## config.mk

```make
export PLATFORM = sky130hd
export DESIGN_NAME = rob_cpl_arbiter_flat
export DESIGN_NICKNAME = d
export VERILOG_FILES = /design/src/rtl/rob_cpl_arbiter_pkg.sv /design/src/rtl/rob_cpl_arbiter_if.sv /design/src/rtl/rob_cpl_arbiter_rr_arbiter.sv /design/src/rtl/rob_cpl_arbiter.sv /design/src/flat_wrapper.sv
export SDC_FILE = /design/constraint.sdc
export NUM_CORES = 1
export LEC_CHECK = 0
export ABC_AREA = 1
export CAP_MARGIN = 20
export CORE_ASPECT_RATIO = 1.1
export CORE_MARGIN = 5
export CORE_UTILIZATION = 54
export DETAILED_ROUTE_END_ITERATION = 10
export PLACE_DENSITY = 0.83
export SYNTH_ARGS = -nofsm -noshare
export SYNTH_HDL_FRONTEND = slang
export SYNTH_SLANG_ARGS = --single-unit
```

## constraint.sdc

```tcl
create_clock -name clk -period 8.22 [get_ports clk]
set_input_delay 1.644 -clock clk [delete_from_list [all_inputs] [get_ports clk]]
set_output_delay 1.644 -clock clk [all_outputs]
set_load 0.005 [all_outputs]
```

## src/rtl/rob_cpl_arbiter_pkg.sv

```systemverilog
// Shared ROB completion types, widths and source ids used by the completion
// arbiter and the reorder buffer.
package rob_pkg;
   localparam int ROB_IDX_W  = 4;
   localparam int ROB_DATA_W = 32;
   localparam int EXC_W      = 3;
   localparam logic [EXC_W-1:0] EXC_NONE = '0;

   localparam int SRC_ALU   = 0;
   localparam int SRC_MUL   = 1;
   localparam int SRC_CACHE = 2;

   typedef struct packed {
      logic [ROB_IDX_W-1:0]  idx;
      logic [ROB_DATA_W-1:0] value;
      logic [EXC_W-1:0]      exception;
   } rob_cpl_t;

   // Width of a source-select value; never narrower than one bit.
   function automatic int sel_w(input int n);
      return (n > 1) ? $clog2(n) : 1;
   endfunction
endpackage

```

## src/rtl/rob_cpl_arbiter_if.sv

```systemverilog
// Completion-source to ROB handshake bundle: packed per-source requests in,
// per-source ready and the single ROB completion beat out.
interface rob_cpl_arbiter_if
   import rob_pkg::*;
#(
   parameter int NUM_SRC = 3,
   parameter int IDX_W   = ROB_IDX_W,
   parameter int DATA_W  = ROB_DATA_W,
   parameter int EXC_W   = rob_pkg::EXC_W
);
   logic [NUM_SRC-1:0]        in_valid;
   logic [NUM_SRC*IDX_W-1:0]  in_idx;
   logic [NUM_SRC*DATA_W-1:0] in_value;
   logic [NUM_SRC*EXC_W-1:0]  in_exception;
   logic [NUM_SRC-1:0]        out_ready;
   logic                      in_flush;
   logic                      out_complete;
   logic [IDX_W-1:0]          out_complete_idx;
   logic [DATA_W-1:0]         out_complete_value;
   logic [EXC_W-1:0]          out_exception;
   logic                      out_busy;

   modport master (
      output in_valid, in_idx, in_value, in_exception, in_flush,
      input  out_ready, out_complete, out_complete_idx, out_complete_value,
             out_exception, out_busy
   );

   modport slave (
      input  in_valid, in_idx, in_value, in_exception, in_flush,
      output out_ready, out_complete, out_complete_idx, out_complete_value,
             out_exception, out_busy
   );
endinterface

```

## src/rtl/rob_cpl_arbiter_rr_arbiter.sv

```systemverilog
// Combinational request arbiter: round-robin from rr_ptr, or fixed lowest-index
// priority when ROB_CPL_FIXED_PRIO_EN is defined (rr_ptr then ignored).
module rr_arbiter
   import rob_pkg::*;
#(
   parameter int NUM_SRC = 3,
   parameter int PTR_W   = sel_w(NUM_SRC)
) (
   input  logic [NUM_SRC-1:0] req,
   input  logic [PTR_W-1:0]   rr_ptr,
   output logic [NUM_SRC-1:0] grant,
   output logic [PTR_W-1:0]   grant_idx,
   output logic               grant_valid
);
`ifdef ROB_CPL_FIXED_PRIO_EN
   logic unused_rr_ptr;
   assign unused_rr_ptr = ^rr_ptr;

   always_comb begin
      grant       = '0;
      grant_idx   = '0;
      grant_valid = 1'b0;
      for (int unsigned i = 0; i < NUM_SRC; i++) begin
         if (!grant_valid && req[i]) begin
            grant[i]    = 1'b1;
            grant_idx   = PTR_W'(i);
            grant_valid = 1'b1;
         end
      end
   end
`else
   int unsigned      cand;
   logic [PTR_W-1:0] cand_sel;

   // rr_ptr is always < NUM_SRC, so a single subtract is enough to wrap.
   always_comb begin
      grant       = '0;
      grant_idx   = '0;
      grant_valid = 1'b0;
      cand        = 0;
      cand_sel    = '0;
      for (int unsigned k = 0; k < NUM_SRC; k++) begin
         cand = 32'(rr_ptr) + k;
         if (cand >= NUM_SRC) cand = cand - NUM_SRC;
         cand_sel = PTR_W'(cand);
         if (!grant_valid && req[cand_sel]) begin
            grant[cand_sel] = 1'b1;
            grant_idx       = cand_sel;
            grant_valid     = 1'b1;
         end
      end
   end
`endif
endmodule

```

## src/rtl/rob_cpl_arbiter.sv

```systemverilog
// ROB completion arbiter: one-entry holding buffer per source merged onto a
// registered completion port. ROB_CPL_FIXED_PRIO_EN selects fixed priority.
module rob_cpl_arbiter
   import rob_pkg::*;
#(
   parameter int NUM_SRC = 3,
   parameter int IDX_W   = ROB_IDX_W,
   parameter int DATA_W  = ROB_DATA_W,
   parameter int EXC_W   = rob_pkg::EXC_W
) (
   input  logic             clk,
   input  logic             reset,
   rob_cpl_arbiter_if.slave bus
);
   localparam int PTR_W = sel_w(NUM_SRC);

   logic [NUM_SRC-1:0] buf_valid_q, buf_valid_d;
   logic [IDX_W-1:0]   buf_idx_q   [NUM_SRC];
   logic [IDX_W-1:0]   buf_idx_d   [NUM_SRC];
   logic [DATA_W-1:0]  buf_value_q [NUM_SRC];
   logic [DATA_W-1:0]  buf_value_d [NUM_SRC];
   logic [EXC_W-1:0]   buf_exc_q   [NUM_SRC];
   logic [EXC_W-1:0]   buf_exc_d   [NUM_SRC];

   logic               out_complete_q, out_complete_d;
   logic [IDX_W-1:0]   out_idx_q, out_idx_d;
   logic [DATA_W-1:0]  out_value_q, out_value_d;
   logic [EXC_W-1:0]   out_exc_q, out_exc_d;

   logic [NUM_SRC-1:0] grant, ready, accept;
   logic [PTR_W-1:0]   grant_idx, arb_ptr;
   logic               grant_valid;

   rr_arbiter #(.NUM_SRC(NUM_SRC), .PTR_W(PTR_W)) u_arb (
      .req         (buf_valid_q),
      .rr_ptr      (arb_ptr),
      .grant       (grant),
      .grant_idx   (grant_idx),
      .grant_valid (grant_valid)
   );

`ifdef ROB_CPL_FIXED_PRIO_EN
   logic unused_arb;
   assign arb_ptr    = '0;
   assign unused_arb = ^{grant_idx, grant_valid};
`else
   logic [PTR_W-1:0] rr_ptr_q, rr_ptr_d;

   always_comb begin
      rr_ptr_d = rr_ptr_q;
      if (bus.in_flush)
         rr_ptr_d = '0;
      else if (grant_valid)
         rr_ptr_d = (grant_idx == PTR_W'(NUM_SRC - 1)) ? '0 : grant_idx + 1'b1;
   end

   always_ff @(posedge clk or posedge reset) begin
      if (reset) rr_ptr_q <= '0;
      else       rr_ptr_q <= rr_ptr_d;
   end

   assign arb_ptr = rr_ptr_q;
`endif

   // A granted buffer drains this edge, so it can take a new beat at once.
   assign ready  = {NUM_SRC{!bus.in_flush}} & (~buf_valid_q | grant);
   assign accept = bus.in_valid & ready;

   always_comb begin
      buf_valid_d    = buf_valid_q;
      buf_idx_d      = buf_idx_q;
      buf_value_d    = buf_value_q;
      buf_exc_d      = buf_exc_q;
      out_complete_d = 1'b0;
      out_idx_d      = out_idx_q;
      out_value_d    = out_value_q;
      out_exc_d      = out_exc_q;
      if (bus.in_flush) begin
         buf_valid_d = '0;
      end else begin
         for (int unsigned i = 0; i < NUM_SRC; i++) begin
            if (grant[i]) begin
               out_complete_d = 1'b1;
               out_idx_d      = buf_idx_q[i];
               out_value_d    = buf_value_q[i];
               out_exc_d      = buf_exc_q[i];
               buf_valid_d[i] = 1'b0;
            end
            if (accept[i]) begin
               buf_valid_d[i] = 1'b1;
               buf_idx_d[i]   = bus.in_idx[i*IDX_W +: IDX_W];
               buf_value_d[i] = bus.in_value[i*DATA_W +: DATA_W];
               buf_exc_d[i]   = bus.in_exception[i*EXC_W +: EXC_W];
            end
         end
      end
   end

   always_ff @(posedge clk or posedge reset) begin
      if (reset) begin
         buf_valid_q <= '0;
         for (int unsigned i = 0; i < NUM_SRC; i++) begin
            buf_idx_q[i]   <= '0;
            buf_value_q[i] <= '0;
            buf_exc_q[i]   <= '0;
         end
         out_complete_q <= 1'b0;
         out_idx_q      <= '0;
         out_value_q    <= '0;
         out_exc_q      <= '0;
      end else begin
         buf_valid_q    <= buf_valid_d;
         buf_idx_q      <= buf_idx_d;
         buf_value_q    <= buf_value_d;
         buf_exc_q      <= buf_exc_d;
         out_complete_q <= out_complete_d;
         out_idx_q      <= out_idx_d;
         out_value_q    <= out_value_d;
         out_exc_q      <= out_exc_d;
      end
   end

   assign bus.out_ready          = ready;
   assign bus.out_complete       = out_complete_q;
   assign bus.out_complete_idx   = out_idx_q;
   assign bus.out_complete_value = out_value_q;
   assign bus.out_exception      = out_exc_q;
   assign bus.out_busy           = |buf_valid_q;
endmodule
```

## src/flat_wrapper.sv

```systemverilog
// flat-port wrapper written by rule: the top's interface ports become plain ports
module rob_cpl_arbiter_flat import rob_pkg::*;
#(
   parameter int NUM_SRC = 3,
   parameter int IDX_W   = ROB_IDX_W,
   parameter int DATA_W  = ROB_DATA_W,
   parameter int EXC_W   = rob_pkg::EXC_W
)
  (clk, reset, bus_in_valid, bus_in_idx, bus_in_value, bus_in_exception, bus_in_flush, bus_out_ready, bus_out_complete, bus_out_complete_idx, bus_out_complete_value, bus_out_exception, bus_out_busy);
  rob_cpl_arbiter_if #(.NUM_SRC(NUM_SRC), .IDX_W(IDX_W), .DATA_W(DATA_W), .EXC_W(EXC_W)) bus_i ();
  input  logic clk;
  input  logic reset;
  input wire logic [$bits(bus_i.in_valid)-1:0] bus_in_valid;
  input wire logic [$bits(bus_i.in_idx)-1:0] bus_in_idx;
  input wire logic [$bits(bus_i.in_value)-1:0] bus_in_value;
  input wire logic [$bits(bus_i.in_exception)-1:0] bus_in_exception;
  input wire logic [$bits(bus_i.in_flush)-1:0] bus_in_flush;
  output wire logic [$bits(bus_i.out_ready)-1:0] bus_out_ready;
  output wire logic [$bits(bus_i.out_complete)-1:0] bus_out_complete;
  output wire logic [$bits(bus_i.out_complete_idx)-1:0] bus_out_complete_idx;
  output wire logic [$bits(bus_i.out_complete_value)-1:0] bus_out_complete_value;
  output wire logic [$bits(bus_i.out_exception)-1:0] bus_out_exception;
  output wire logic [$bits(bus_i.out_busy)-1:0] bus_out_busy;
  assign bus_i.in_valid = bus_in_valid;
  assign bus_i.in_idx = bus_in_idx;
  assign bus_i.in_value = bus_in_value;
  assign bus_i.in_exception = bus_in_exception;
  assign bus_i.in_flush = bus_in_flush;
  assign bus_out_ready = bus_i.out_ready;
  assign bus_out_complete = bus_i.out_complete;
  assign bus_out_complete_idx = bus_i.out_complete_idx;
  assign bus_out_complete_value = bus_i.out_complete_value;
  assign bus_out_exception = bus_i.out_exception;
  assign bus_out_busy = bus_i.out_busy;
  rob_cpl_arbiter #(.NUM_SRC(NUM_SRC), .IDX_W(IDX_W), .DATA_W(DATA_W), .EXC_W(EXC_W)) u_core (.clk(clk), .reset(reset), .bus(bus_i));
endmodule
```

==> flow_metrics.py <==
metrics = {
    "drt": {
        "drc": 0,
        "wl_met3_mm": 1.68,
        "wirelength_mm": 23.2,
        "vias": 7507,
        "detail-route-antenna-nets": 0,
        "avgRoutedWirePerCell_um": 17.2,
        "drt-pass1-iter-count": 6,
        "met2_length_mm": 11.6,
        "drt_iter0_markers": 683,
        "m1WireLength_mm": 9.24,
        "top_layer": "met4",
        "viasPerCell": 5.56,
    },
    "sta": {
        "finalClockSkew_ns": 0.0122,
        "tightest_slew_ns": 1.01,
        "slew_headroom_pct": 32.3,
        "finalMaxSlewViolations": 0,
        "period_minus_slack_ns": 5.60,
        "tns_ns": 0,
        "min_period_over_period_pct": 68.2,
        "hold_slack_ns": 0.464,
        "finalHoldViolCount": 0,
        "rsz0062_at_grt": "false",
        "fmax_mhz": 178,
        "setup_viol": 0,
        "worst_slack_ns": 2.62,
    },
    "yosys": {
        "syn_nets": 1153,
        "synthCells": 1026,
        "ys_seq_area_share_pct": 51.4,
        "synth_seq_cells": 162,
        "avgSynthCellArea_sq_um": 7.69,
        "yosys_warnings": 0,
        "syn-cell-area_sq_um": 7890,
        "synth_cell_types": 22,
    },
    "global_route": {
        "grt_pass1_vias": 7492,
        "track_usage_pct": 27.8,
        "grt_max_degree": 111,
        "grt_pass1_wl_mm": 37.7,
        "antenna_found_initial": 0,
        "overflow": 0,
    },
    "critical_path": {
        "crit_path_end_kind": "output pin",
        "critical_path_required_ns": 6.58,
        "crit_type": "flop to output pin",
        "rr_startpoint": "u_core.arb_ptr[0]$_DFFE_PP0P_",
        "slowest_stage": "inv_2",
        "crit_arrival_ns": 3.96,
        "path_cells": "inv_1 -> ha_1 -> inv_1 -> nand2_1 -> nand3_1 -> nand2_1 -> nand3_1 -> nand2_1 -> inv_2 -> nand2_2 -> inv_2 -> nand2_2 -> nand2_1 -> inv_1 -> clkdlybuf4s50_1",
        "startpoint_type": "flop",
        "cp_slowest_stage_delay_ns": 0.89,
        "cp_max_fo": 42,
        "crit_top_cell": "nand2_1",
        "cp.buffers_inverters": 6,
        "critPathTopFamily": "buffers and inverters",
        "startpoint": "u_core.arb_ptr[0]$_DFFE_PP0P_",
    },
    "clock_tree": {
        "root_buffer": "clkbuf_16",
        "cts_buffers": 17,
        "worstSkewPairLatency_ns": 0.43,
        "tritoncts": "done",
        "htree_levels": 4,
        "cts_setup_buffers": 0,
        "clock_sinks": 162,
        "cts.hold.buffers_added": 0,
        "cts_max_path_buffers": 2,
        "cts_resized": 0,
        "clk_pin_slew_worst_paths_ns": 0.06,
    },
    "floorplan": {
        "ios": 167,
        "initial_utilization_pct": 54.9,
        "chipWidth_um": 125,
        "placementRows": 46,
        "dieArea_sq_um": 17100,
        "design.core.area_sq_um": 14400,
        "dieHeight_um": 137,
    },
    "cells_and_area": {
        "final_nets": 1271,
        "diodes": 0,
        "syn2layout_area_growth_pct": 28.5,
        "drive_gt1_share_pct": 5.27,
        "utilization_pct": 70.5,
    },
    "power_and_ir_drop": {
        "leakagePower_nw": 5.21,
        "powerDensity_nw_per_um2": 370,
        "max-vdd-ir-drop_mv": 0.245,
    },
    "placement": {
        "gp_congestion": 0.903,
        "numPortBuffers": 166,
        "place_hpwl_mm": 13.7,
        "place_ws_ns": 3.06,
    },
    "outcome": {
        "status": "finished, final reports clean",
    },
    "run": {
        "drv_cap": 0,
    },
    "worst_hold_path": {
        "hold_path_class": "flop to flop",
        "min_from": "u_core.buf_value_q[67]$_DFFE_PP0P_",
    },
}
-- power by group --
group / total, mW / switching, mW / internal, mW
sequential: 1.33 / 0.189 / 1.14
combinational: 1.64 / 1.01 / 0.629
clock: 0.789 / 0.316 / 0.473
total: 3.75 / 1.52 / 2.24
-- cells in the final DEF, fill, tap and decap left out --
cell type / instances
dfrtp_1: 162
nor2_2: 2
ha_1: 4
clkinv_2: 3
inv_2: 6
o21ai_1: 2
buf_4: 6
o31ai_1: 2
a21oi_4: 1
inv_1: 49
clkinv_1: 1
o22ai_1: 1
inv_6: 2
nand3_1: 91
clkinvlp_4: 2
clkbuf_16: 17
nor2_1: 4
nand3_2: 2
o21ai_0: 2
nand2_2: 7
buf_16: 1
clkbuf_8: 7
nand2_1: 494
a21oi_1: 1
buf_2: 3
bufinv_16: 1
a21oi_2: 1
nand4_1: 80
clkbuf_1: 1
nand3b_1: 39
clkdlybuf4s50_1: 163
-- stage by stage --
| stage | area [sq um] | total power [mW] | instances |
|---|---|---|---|
| 2_1_floorplan | 7890 | 2.39 | 1026 |
| 3_3_place_gp | 9520 | 2.88 | 1316 |
| 3_5_place_dp | 9520 | 2.94 | 1316 |
| 4_1_cts | 10100 | 3.75 | 1348 |
| 5_1_grt | 10100 | 4.04 | 1349 |
| 6_report | 10100 | 3.75 | 1349 |
-- cells by family (layout without fill, tap and decap cells) --
kind of cell | after synthesis | count (layout) | synth area share (%)
buf+inv | 131 | 262 | 6.98
compound gates | 10 | 10 | 0.808
flops | 162 | 162 | 51.4
fa+ha+maj | 4 | 4 | 0.634
simple gates | 719 | 719 | 40.2
-- cell usage after synthesis --
cell,count,area share (%)
nand3b_1,39,3.7
nor2_2,2,0.16
inv_1,52,2.5
o31ai_1,2,0.19
dfrtp_1,162,51
nand3_1,93,5.9
o21ai_1,2,0.13
a21oi_2,2,0.22
a21oi_1,1,0.063
o22ai_1,1,0.079
nand2_1,498,24
nand2_2,3,0.24
buf_2,26,1.6
nand4_1,80,6.3
buf_1,1,0.048
clkbuf_1,42,2.0
inv_2,5,0.24
o21ai_0,2,0.13
nor2_1,4,0.19
ha_1,4,0.63
buf_4,3,0.29
buf_6,2,0.29
-- worst register-to-register path: stages, from the launching register on --
cell and delay, ns:
dfrtp_1 0.37, inv_1 0.08, ha_1 0.37, inv_1 0.18, nand3_1 0.10, nand2_1 0.12
nand4_1 0.14, nand2_2 0.71, inv_2 0.60, nand2_2 0.22, buf_4 0.42, nand3_2 0.88
nand2_1 0.30, nand2_1 0.10
-- cell type report --
class	count	area, sq um
multi-input cells	733	3320
fillers	1182	4250
repair buffers	173	1720
clock inverters	7	68.8
well taps	192	240
clock buffers	25	526
flip-flops and latches	162	4050
inverters	57	219
-- flip-flops by register name, indices dropped and copies added (netlist names) --
name                           flops
u_core.buf_value_q                96
u_core.bus.out_complete_value     32
u_core.buf_idx_q                  12
u_core.buf_exc_q                   9
u_core.bus.out_complete_idx        4
u_core.buf_valid_q                 3
u_core.bus.out_exception           3
u_core.arb_ptr                     2
u_core.bus.out_complete            1
-- metal layers --
layer	global-route usage, %	up-vias
li1	-	3529
met1	34.8	3553
met2	47.7	370
met3	5.00	55
met4	12.3	0
met5	0	-
-- worst paths after layout --
kind | to | cells past startpoint | slack, ns
max in group asynchronous | u_core.bus.out_complete_value[6]$_DFFE_PP0P_ | 3 | 5.61
worst min register to register | u_core.buf_value_q[67]$_DFFE_PP0P_ | 2 | 0.46
worst max register to register | u_core.buf_value_q[9]$_DFFE_PP0P_ | 13 | 3.49
min in group asynchronous | u_core.buf_value_q[60]$_DFFE_PP0P_ | 2 | 1.58
worst min-delay path | u_core.buf_value_q[67]$_DFFE_PP0P_ | 2 | 0.46
worst max-delay path | bus_out_ready[2] | 15 | 2.62
Note: power is estimated with default switching activity, not from simulation.
